$ cat src/rtl/sseg_scan_driver.sv
// sseg_scan_driver: 4-digit multiplexed common-anode 7-seg driver with leading-zero blanking and per-frame capture; `define SSEG_LAMP_TEST_EN adds a lamp_test input
module sseg_scan_driver #(
    parameter int REFRESH_DIV = 100000,
    parameter int BLANK_CYC = 2
) (
    input  logic       clk,
    input  logic       rst,
`ifdef SSEG_LAMP_TEST_EN
    input  logic       lamp_test,
`endif
    input  logic [3:0] thousands,
    input  logic [3:0] hundreds,
    input  logic [3:0] tens,
    input  logic [3:0] ones,
    output logic [3:0] an,
    output logic [6:0] seg,
    output logic       dp
);
    localparam int CW = (REFRESH_DIV > 2) ? $clog2(REFRESH_DIV) : 1;
    logic [CW-1:0] cnt;
    logic [1:0] idx;
    logic [3:0][3:0] sh;
    logic [3:0] lz;
    logic [3:0] cur;
    logic [6:0] dec;
    logic [3:0] an_nxt;
    logic [6:0] seg_nxt;
    logic dp_nxt;
    logic wrap;
    logic lamp;
    logic blank;
`ifdef SSEG_LAMP_TEST_EN
    assign lamp = lamp_test;
`else
    assign lamp = 1'b0;
`endif
    assign wrap = cnt == CW'(REFRESH_DIV - 1);
    assign cur = sh[idx];
    // a digit is a leading zero only if every more-significant digit is too
    assign lz[3] = sh[3] == 4'd0;
    assign lz[2] = lz[3] && sh[2] == 4'd0;
    assign lz[1] = lz[2] && sh[1] == 4'd0;
    assign lz[0] = 1'b0;
    assign blank = !lamp && lz[idx];
    always_comb begin
        case (cur)
            4'd0: dec = 7'b1000000;
            4'd1: dec = 7'b1111001;
            4'd2: dec = 7'b0100100;
            4'd3: dec = 7'b0110000;
            4'd4: dec = 7'b0011001;
            4'd5: dec = 7'b0010010;
            4'd6: dec = 7'b0000010;
            4'd7: dec = 7'b1111000;
            4'd8: dec = 7'b0000000;
            4'd9: dec = 7'b0010000;
            default: dec = 7'b0111111;
        endcase
    end
    always_comb begin
        an_nxt = (cnt < CW'(BLANK_CYC) || blank) ? 4'hF : ~(4'b0001 << idx);
        seg_nxt = lamp ? 7'h00 : blank ? 7'h7F : dec;
        dp_nxt = !lamp;
    end
    always_ff @(posedge clk or negedge rst) begin
        if (!rst) begin
            cnt <= '0;
            idx <= '0;
            sh <= '0;
            an <= 4'hF;
            seg <= 7'h7F;
            dp <= 1'b1;
        end else begin
            cnt <= wrap ? '0 : cnt + CW'(1);
            if (wrap) idx <= idx + 2'd1;
            if (wrap && idx == 2'd3) sh <= {thousands, hundreds, tens, ones};
            an <= an_nxt;
            seg <= seg_nxt;
            dp <= dp_nxt;
        end
    end
endmodule

$ cat config.mk
export PLATFORM = sky130hd
export DESIGN_NAME = sseg_scan_driver
export DESIGN_NICKNAME = d
export VERILOG_FILES = /design/src/rtl/sseg_scan_driver.sv
export SDC_FILE = /design/constraint.sdc
export NUM_CORES = 1
export LEC_CHECK = 0
export CAP_MARGIN = 40
export CORE_MARGIN = 3
export CORE_UTILIZATION = 54
export DETAILED_ROUTE_END_ITERATION = 8
export PLACE_DENSITY_LB_ADDON = 0.3
export SYNTH_ARGS = -nofsm -noshare
export SYNTH_HDL_FRONTEND = slang
export SYNTH_SLANG_ARGS = --single-unit
$ cat constraint.sdc
create_clock -name clk -period 2.3 [get_ports clk]
set_clock_uncertainty 0.05 [all_clocks]
set_input_delay 0.23 -clock clk [delete_from_list [all_inputs] [get_ports clk]]
set_output_delay 0.23 -clock clk [all_outputs]
set_load 0.05 [all_outputs]
==> results of run 1 <==
[flip-flops by register name, indices dropped and copies added (netlist names)]
register and count:
an 4, seg 7, idx 2, sh 16, cnt 17
[kinds of logic (layout without fill, tap and decap cells)]
| family | after synthesis | in the layout | synth area share (%) |
|---|---|---|---|
| compound gates | 17 | 17 | 4.40 |
| xor+xnor | 14 | 14 | 5.46 |
| fa+ha+maj | 10 | 10 | 5.57 |
| buf+inv | 16 | 51 | 3.29 |
| flops | 46 | 46 | 51.9 |
| mux | 21 | 21 | 14.2 |
| other cells | 1 | 1 | 0.167 |
| simple gates | 58 | 58 | 15.1 |
[worst max-delay path: stages, from the launching register on]
cell	delay [ns]
dfrtp_1	0.41
or4_4	0.55
nor4_4	0.27
nand3_4	0.33
mux2_4	0.39
[worst paths after layout]
kind                         start  endpoint  slack (ns)  cells past startpoint
max                        cnt[12]    sh[12]        0.19                      4
max in group asynchronous      rst     an[1]        1.25                      3
min reg2reg                 cnt[0]    cnt[0]        0.44                      1
min in group clk            cnt[0]    cnt[0]        0.44                      1
min                            rst   cnt[11]        0.36                      2
max reg2reg                cnt[12]    sh[12]        0.19                      4
[per-stage QoR]
step,instances,worst slack [ns],util [%],total power [mW]
final,266,0.190,69.9,1.51
after global placement,257,0.254,67.3,1.03
after CTS,266,0.193,69.9,1.53
after floorplan,183,0.344,-,0.955
after detailed placement,257,0.205,67.3,1.03
after global routing,266,0.102,69.9,1.58
[area by class of cell]
class / count / share of cell area (%)
Clock buffer: 8 / 3.37
Inverter: 10 / 1.40
Multi-Input combinational cell: 121 / 37.6
Sequential cell: 46 / 43.6
Tap cell: 48 / 2.25
Timing Repair Buffer: 33 / 11.8
[layer usage]
metal / GRT usage (%) / part of all wire [%] / vias up
met5: 0 / 0 / -
met3: 5.76 / 4.6 / 4
li1: - / - / 710
met1: 22.4 / 44 / 737
met2: 28.7 / 50 / 42
met4: 6.81 / 0.79 / 0
[Yosys cell counts]
master	instances
xnor2_1	11
nor2b_1	2
buf_2	2
nor4_1	2
or2_2	1
or4_4	1
and2_2	1
buf_4	1
or3_1	3
a31oi_1	1
nor4_4	1
nand2_1	7
mux2_2	6
o41ai_1	1
xor2_1	3
ha_1	10
nand4_1	5
o31ai_1	1
mux2i_1	1
or4b_2	1
nor3_1	6
mux2_4	10
nand3_1	11
o21ai_0	8
nor2_1	12
nand3_4	1
a21o_1	1
and4_1	2
mux4_2	4
a21oi_1	4
clkbuf_1	2
dfstp_2	11
inv_1	10
conb_1	1
o31a_1	1
or4_1	1
nor3b_1	1
dfrtp_1	35
buf_6	1
[power by group]
part | leakage [nW] | total (mW) | internal (mW) | switching, mW
logic | 0.533 | 0.163 | 0.0750 | 0.0876
registers | 0.553 | 0.854 | 0.840 | 0.0135
clock network | 0.0455 | 0.492 | 0.245 | 0.247
==> flow_metrics.tcl, run 1 <==
set metrics [dict create \
    core_mm2 0.00383 \
    end_kind "flop" \
    drt_iter0_drc 66 \
    top_level_ports 30 \
    stdcell_area_mm2 0.00267 \
    area_growth_pct 19.1 \
    synth_fp_nets 211 \
    drcViolationCount 0 \
    fin_setup_tns_ns 0 \
    die-area_mm2 0.00497 \
    cap_viol_max_count 0 \
    crit_required_ns 2.43 \
    drt-vias-per-instance 5.61 \
    htree_levels 2 \
    p_leak_nw 1.13 \
    num_vias 1493 \
    final_cell_mix "dfrtp_1, clkdlybuf4s50_1, nor2_1" \
    drt-total-wl_um 4050 \
    insertion_delay_ns 0.30 \
    cts.sinks 46 \
    post-route-min-period_ns 2.11 \
    nFillCells 256 \
    critical_path.startpoint_type "flop" \
    path_max_fanout 16 \
    clockRootBuffer "clkbuf_8" \
    clkTransAtPathRegs_ns 0.08 \
    maxSlewViolCount 0 \
    drt-pass1-iter-count 4 \
    yosysWarnings 0 \
    place.gp.congestion 0.879 \
    die_h_um 70.5 \
    grt_first_pass_wirelength_um 6880 \
    syn_inst 183 \
    postSynthAreaPerCell_um2 12.3 \
    portBuffers 28 \
    p_per_area_mw_per_mm2 564 \
    cts_tree "built" \
    hpwl_um 3070 \
    cts.path.max_buffers 2 \
    post-cts-setup-buffers 0 \
    drive_gt1_share_pct 22.0 \
    grt_use_total_pct 17.9 \
    hold_class "in -> async" \
    start_util_pct 58.7 \
    seq_area_frac_synth_pct 51.9 \
    setup_viol 0 \
    synth_top_cells_by_area "dfrtp_1, dfstp_2, mux2_4" \
    nets 245 \
    grt_start_max_net_pins 21 \
    die_w_um 70.5 \
    syn_area_mm2 0.00224 \
    overflow 0 \
    cts_made_buffers 5 \
    seqCellArea_mm2 0.00116 \
    outcome "completed" \
    timing.final.crit_share_pct 91.7 \
    wl_per_cell_um 15.2 \
    path_class "reg -> reg" \
    cts_resized 0 \
    synth.top_cell.area_share_pct 39.0 \
    multi_input_area_mm2 0.00101 \
    num_rows 22 \
    hold_slack_ns 0.359 \
    synth-seq-cells 46 \
    hold_violations 0 \
    antennaDiodeCount 0 \
    layout_commonest_cell "dfrtp_1" \
    synth_cell_types 39 \
    grt_pass1_vias 1496 \
    cp.arrival_ns 2.24 \
    ant_nets 0 \
    postCtsHoldBufs 1 \
    ir_drop_v 0.000363 \
    grt_antenna_before_repair 0 \
    yosysTopAreaCell "dfrtp_1" \
    place_area_mm2 0.00257 \
    fmax_ghz 0.474 \
    rsz0062_at_grt "false" \
]
(Power assumes the default switching activity.)
==> run 2: changes to the inputs <==
--- a/config.mk
+++ b/config.mk
@@ -6,7 +6,7 @@
 export NUM_CORES = 1
 export LEC_CHECK = 0
 export CAP_MARGIN = 40
-export CORE_MARGIN = 3
+export CORE_MARGIN = 5
 export CORE_UTILIZATION = 54
 export DETAILED_ROUTE_END_ITERATION = 8
 export PLACE_DENSITY_LB_ADDON = 0.3
==> flow_metrics.tcl, run 2 (synthesized netlist as in run 1, its figures left out) <==
set metrics [dict create \
    area_growth_pct 19.1 \
    post-cts-setup-buffers 0 \
    worst_pin_slew_ns 0.502 \
    die-area_mm2 0.00555 \
    stdcell_area_mm2 0.00267 \
    grt_start_max_net_pins 37 \
    maxSlewViolCount 0 \
    ir_drop_v 0.000416 \
    grt_antenna_before_repair 0 \
    fmax_ghz 0.474 \
    rsz0062_at_grt "false" \
    wl_met2_um 2190 \
    grt_use_total_pct 17.0 \
    cts_tree "built" \
    drt-pass1-iter-count 4 \
    p_per_area_mw_per_mm2 557 \
    antennaDiodeCount 0 \
    hold_violations 0 \
    wl_met1_um 1870 \
    p_leak_nw 1.13 \
    dr_wl_met3_um 228 \
    cts.sinks 46 \
    reg2reg_from "cnt[12]" \
    largest_reg_flops 17 \
    cp.arrival_ns 2.24 \
    timing.final.crit_share_pct 91.6 \
    slew_headroom_pct 66.5 \
    core_mm2 0.00403 \
    clockRootBuffer "clkbuf_8" \
    portBuffers 28 \
    start_util_pct 55.7 \
    hpwl_um 3370 \
    insertion_delay_ns 0.30 \
    place_area_mm2 0.00258 \
    grt_first_pass_wirelength_um 7120 \
    place.gp.congestion 0.769 \
    top_level_ports 30 \
    die_h_um 74.5 \
    fin_setup_tns_ns 0 \
    highest_layer "met4" \
    layout_commonest_cell "dfrtp_1" \
    post-route-min-period_ns 2.11 \
    r2r_end "sh[14]" \
    nets 244 \
    hold_class "in -> async" \
    cap_viol_max_count 0 \
    grt_pass1_vias 1536 \
    r2r_cells 4 \
    end_kind "flop" \
    die_w_um 74.5 \
    final_cell_mix "dfrtp_1, clkdlybuf4s50_1, nor2_1" \
    largest-register "cnt" \
    r2r_slack_ns 0.19 \
    htree_levels 2 \
    num_rows 23 \
    ant_nets 0 \
    setup_viol 0 \
    drcViolationCount 0 \
    wl_per_cell_um 16.2 \
    drt-total-wl_um 4340 \
    path_max_fanout 16 \
    outcome "completed" \
    clkTransAtPathRegs_ns 0.08 \
    finalPower_mw 1.49 \
    cts.path.max_buffers 2 \
    overflow 0 \
    final_util_pct 66.4 \
    drt-vias-per-instance 5.55 \
    path_class "reg -> reg" \
    reg_top3 "cnt (17), sh (16), seg (7)" \
    drive_gt1_share_pct 22.1 \
    critical_path.startpoint_type "flop" \
    crit_required_ns 2.43 \
    cts_made_buffers 5 \
    nFillCells 290 \
    hold_slack_ns 0.286 \
    drt_iter0_drc 57 \
    num_vias 1482 \
]
==> run 2: cell count changes in the layout (fill, tap and decap cells not counted) <==
cell	delta
clkinv_2	+2
buf_12	+1
buf_4	-2
clkbuf_8	-1
clkbuf_1	-1
==> run 2: final cells by class <==
| cell class | count | area [µm²] | area share, % |
|---|---|---|---|
| clock buffer | 6 | 72.6 | 2.71 |
| clock inverter | 2 | 10.0 | 0.374 |
| inverter | 10 | 37.5 | 1.40 |
| multi-input combinational | 121 | 1010 | 37.6 |
| sequential | 46 | 1160 | 43.6 |
| tap | 50 | 62.6 | 2.34 |
| timing repair buffer | 32 | 320 | 12.0 |
==> run 2: worst max path at each step <==
stage / start / end / slack [ns] / depth (start not counted)
finish: cnt[12] / sh[14] / 0.19 / 4
global route: idx[0] / seg[3] / 0.12 / 6
CTS: cnt[12] / sh[14] / 0.18 / 4
detailed placement: cnt[12] / sh[9] / 0.19 / 4
global placement: cnt[12] / sh[10] / 0.25 / 4
floorplan: cnt[12] / sh[10] / 0.34 / 5
==> run 2: metrics by stage <==
step | cells | setup WS (ns)
after floorplan | 183 | 0.344
after global placement | 257 | 0.253
after global routing | 267 | 0.118
final | 267 | 0.192
after CTS | 267 | 0.180
after detailed placement | 258 | 0.192
==> run 2: layer usage <==
metal	global-route usage, %	up-vias
met2	28.1	44
met1	21.2	724
met4	6.72	0
met5	0	-
li1	-	708
met3	4.86	6
==> run 2: power by group <==
part | switching (mW) | total (mW) | internal, mW
Combinational | 0.0895 | 0.166 | 0.0763
Clock | 0.258 | 0.468 | 0.211
Sequential | 0.0149 | 0.855 | 0.840
==> run 2: repair_timing <==
item / 4_1_cts / 5_1_grt
resized for setup: 0 / 0
hold buffers: 1 / 0
hold endpoints to repair: 10 / 0
==> run 2: worst max-delay path, cell delays in order (launching register included) <==
cell and delay, ns:
dfrtp_1 0.42, or4_4 0.55, nor4_4 0.27, nand3_4 0.32, mux2_4 0.38
==> run 3: changes to the inputs <==
--- a/config.mk
+++ b/config.mk
@@ -9,6 +9,7 @@
 export CORE_MARGIN = 5
 export CORE_UTILIZATION = 54
 export DETAILED_ROUTE_END_ITERATION = 8
+export GPL_TIMING_DRIVEN = 0
 export PLACE_DENSITY_LB_ADDON = 0.3
 export SYNTH_ARGS = -nofsm -noshare
 export SYNTH_HDL_FRONTEND = slang
==> constraint.sdc (replaced) <==
create_clock -name clk -period 2.4 [get_ports clk]
set_clock_uncertainty 0.05 [all_clocks]
set_input_delay 0.24 -clock clk [delete_from_list [all_inputs] [get_ports clk]]
set_output_delay 0.24 -clock clk [all_outputs]
set_load 0.05 [all_outputs]
==> flow_metrics.tcl, run 3 (synthesized netlist as in run 1, its figures left out) <==
set metrics [dict create \
    clockRootBuffer "clkbuf_8" \
    overflow 0 \
    grt_use_total_pct 17.0 \
    ir_drop_v 0.000312 \
    seqCellArea_mm2 0.00116 \
    crit_chain "ha_1 > nand4_1 > nor3_1 > nand3_4 > buf_6 > mux2_4" \
    path_class "reg -> reg" \
    layout_commonest_cell "dfrtp_1" \
    cts_tree "built" \
    rsz0062_at_grt "false" \
    cts.sinks 46 \
    cts_resized 0 \
    grt_first_pass_wirelength_um 7020 \
    nFillCells 298 \
    drt-vias-per-instance 5.60 \
    num_vias 1518 \
    die_w_um 74.5 \
    largest-register "cnt" \
    insertion_delay_ns 0.30 \
    hold_violations 0 \
    die_h_um 74.5 \
    grt_antenna_before_repair 0 \
    post-route-min-period_ns 2.21 \
    crit_family "simple AND/OR/NAND/NOR gates" \
    drcViolationCount 0 \
    timing.final.crit_share_pct 91.9 \
    crit_buf_inv 1 \
    grt_start_max_net_pins 35 \
    wl_per_cell_um 15.5 \
    top_level_ports 30 \
    max_stage_delay_ns 0.45 \
    hold_class "in -> async" \
    largest_reg_flops 17 \
    crit_path_top_delay_cell "nor3_1" \
    end_kind "flop" \
    core_mm2 0.00403 \
    cts.path.max_buffers 2 \
    cts_made_buffers 5 \
    drt_iter0_drc 83 \
    maxSlewViolCount 0 \
    grt_pass1_vias 1499 \
    cap_viol_max_count 0 \
    drt-total-wl_um 4210 \
    p_per_area_mw_per_mm2 537 \
    p_leak_nw 1.15 \
    multi_input_area_mm2 0.00101 \
    path_max_fanout 10 \
    setup_viol 0 \
    r2r_slack_ns 0.19 \
    drt-pass1-iter-count 4 \
    fmax_ghz 0.453 \
    worst_pin_slew_ns 0.511 \
    portBuffers 28 \
    drive_gt1_share_pct 22.6 \
    num_rows 23 \
    start_util_pct 55.7 \
    nets 248 \
    crit_required_ns 2.53 \
    die-area_mm2 0.00555 \
    finalPower_mw 1.45 \
    reg_top3 "cnt (17), sh (16), seg (7)" \
    slew_headroom_pct 65.7 \
    antennaDiodeCount 0 \
    fin_cells 271 \
    htree_levels 2 \
    place.gp.congestion 0.813 \
    final_cell_mix "dfrtp_1, clkdlybuf4s50_1, nor2_1" \
    post-cts-setup-buffers 0 \
    area_growth_pct 20.5 \
    cp.arrival_ns 2.34 \
    ant_nets 0 \
    critical_path.startpoint_type "flop" \
    clkTransAtPathRegs_ns 0.08 \
    dp.cells 262 \
    hpwl_um 3200 \
    outcome "completed" \
    hold_slack_ns 0.316 \
]
==> run 3: timing repair <==
item                                   in CTS  in global routing
setup endpoints to repair                   0                  0
endpoints found under the hold margin      12                  0
hold buffers                                1                  0
==> run 3: power breakdown <==
part | total, mW | switching, mW | internal [mW]
sequential | 0.819 | 0.0133 | 0.805
combinational | 0.159 | 0.0845 | 0.0742
clock | 0.475 | 0.243 | 0.232
==> run 3: through the flow <==
stage	instance area, µm²	util (%)	worst slack [ns]	setup TNS [ns]
global route	2700	67.1	0.0633	0
global placement	2590	64.2	-0.0572	-1.92
finish	2700	67.1	0.194	0
detailed placement	2600	64.6	0.199	0
floorplan	2240	-	0.444	0
CTS	2700	67.1	0.182	0
==> run 3: routing by layer <==
layer | share of wire, % | routed length [µm] | global-route usage, % | vias up
met5 | 0 | 0 | 0 | -
met4 | 1.9 | 82 | 6.13 | 0
met3 | 5.7 | 241 | 4.73 | 11
met2 | 49 | 2070 | 27.2 | 43
met1 | 43 | 1820 | 22.2 | 748
li1 | - | - | - | 716
==> run 3: path summary, 6_finish.rpt <==
path                       startpoint  endpoint  cells past startpoint
max reg2reg                    cnt[0]    sh[10]                      6
min in group clk               cnt[0]    cnt[0]                      1
max                            cnt[0]    sh[10]                      6
min reg2reg                    cnt[0]    cnt[0]                      1
min                               rst    cnt[7]                      2
max in group asynchronous         rst    seg[4]                      3
==> run 3: area by class of cell <==
class	instances	share of cell area, %
tap	50	2.31
sequential	46	43.1
buffer	6	1.34
clock buffer	7	3.19
clock inverter	1	0.185
multi-input combinational	121	37.2
timing repair buffer	30	11.3
inverter	10	1.39
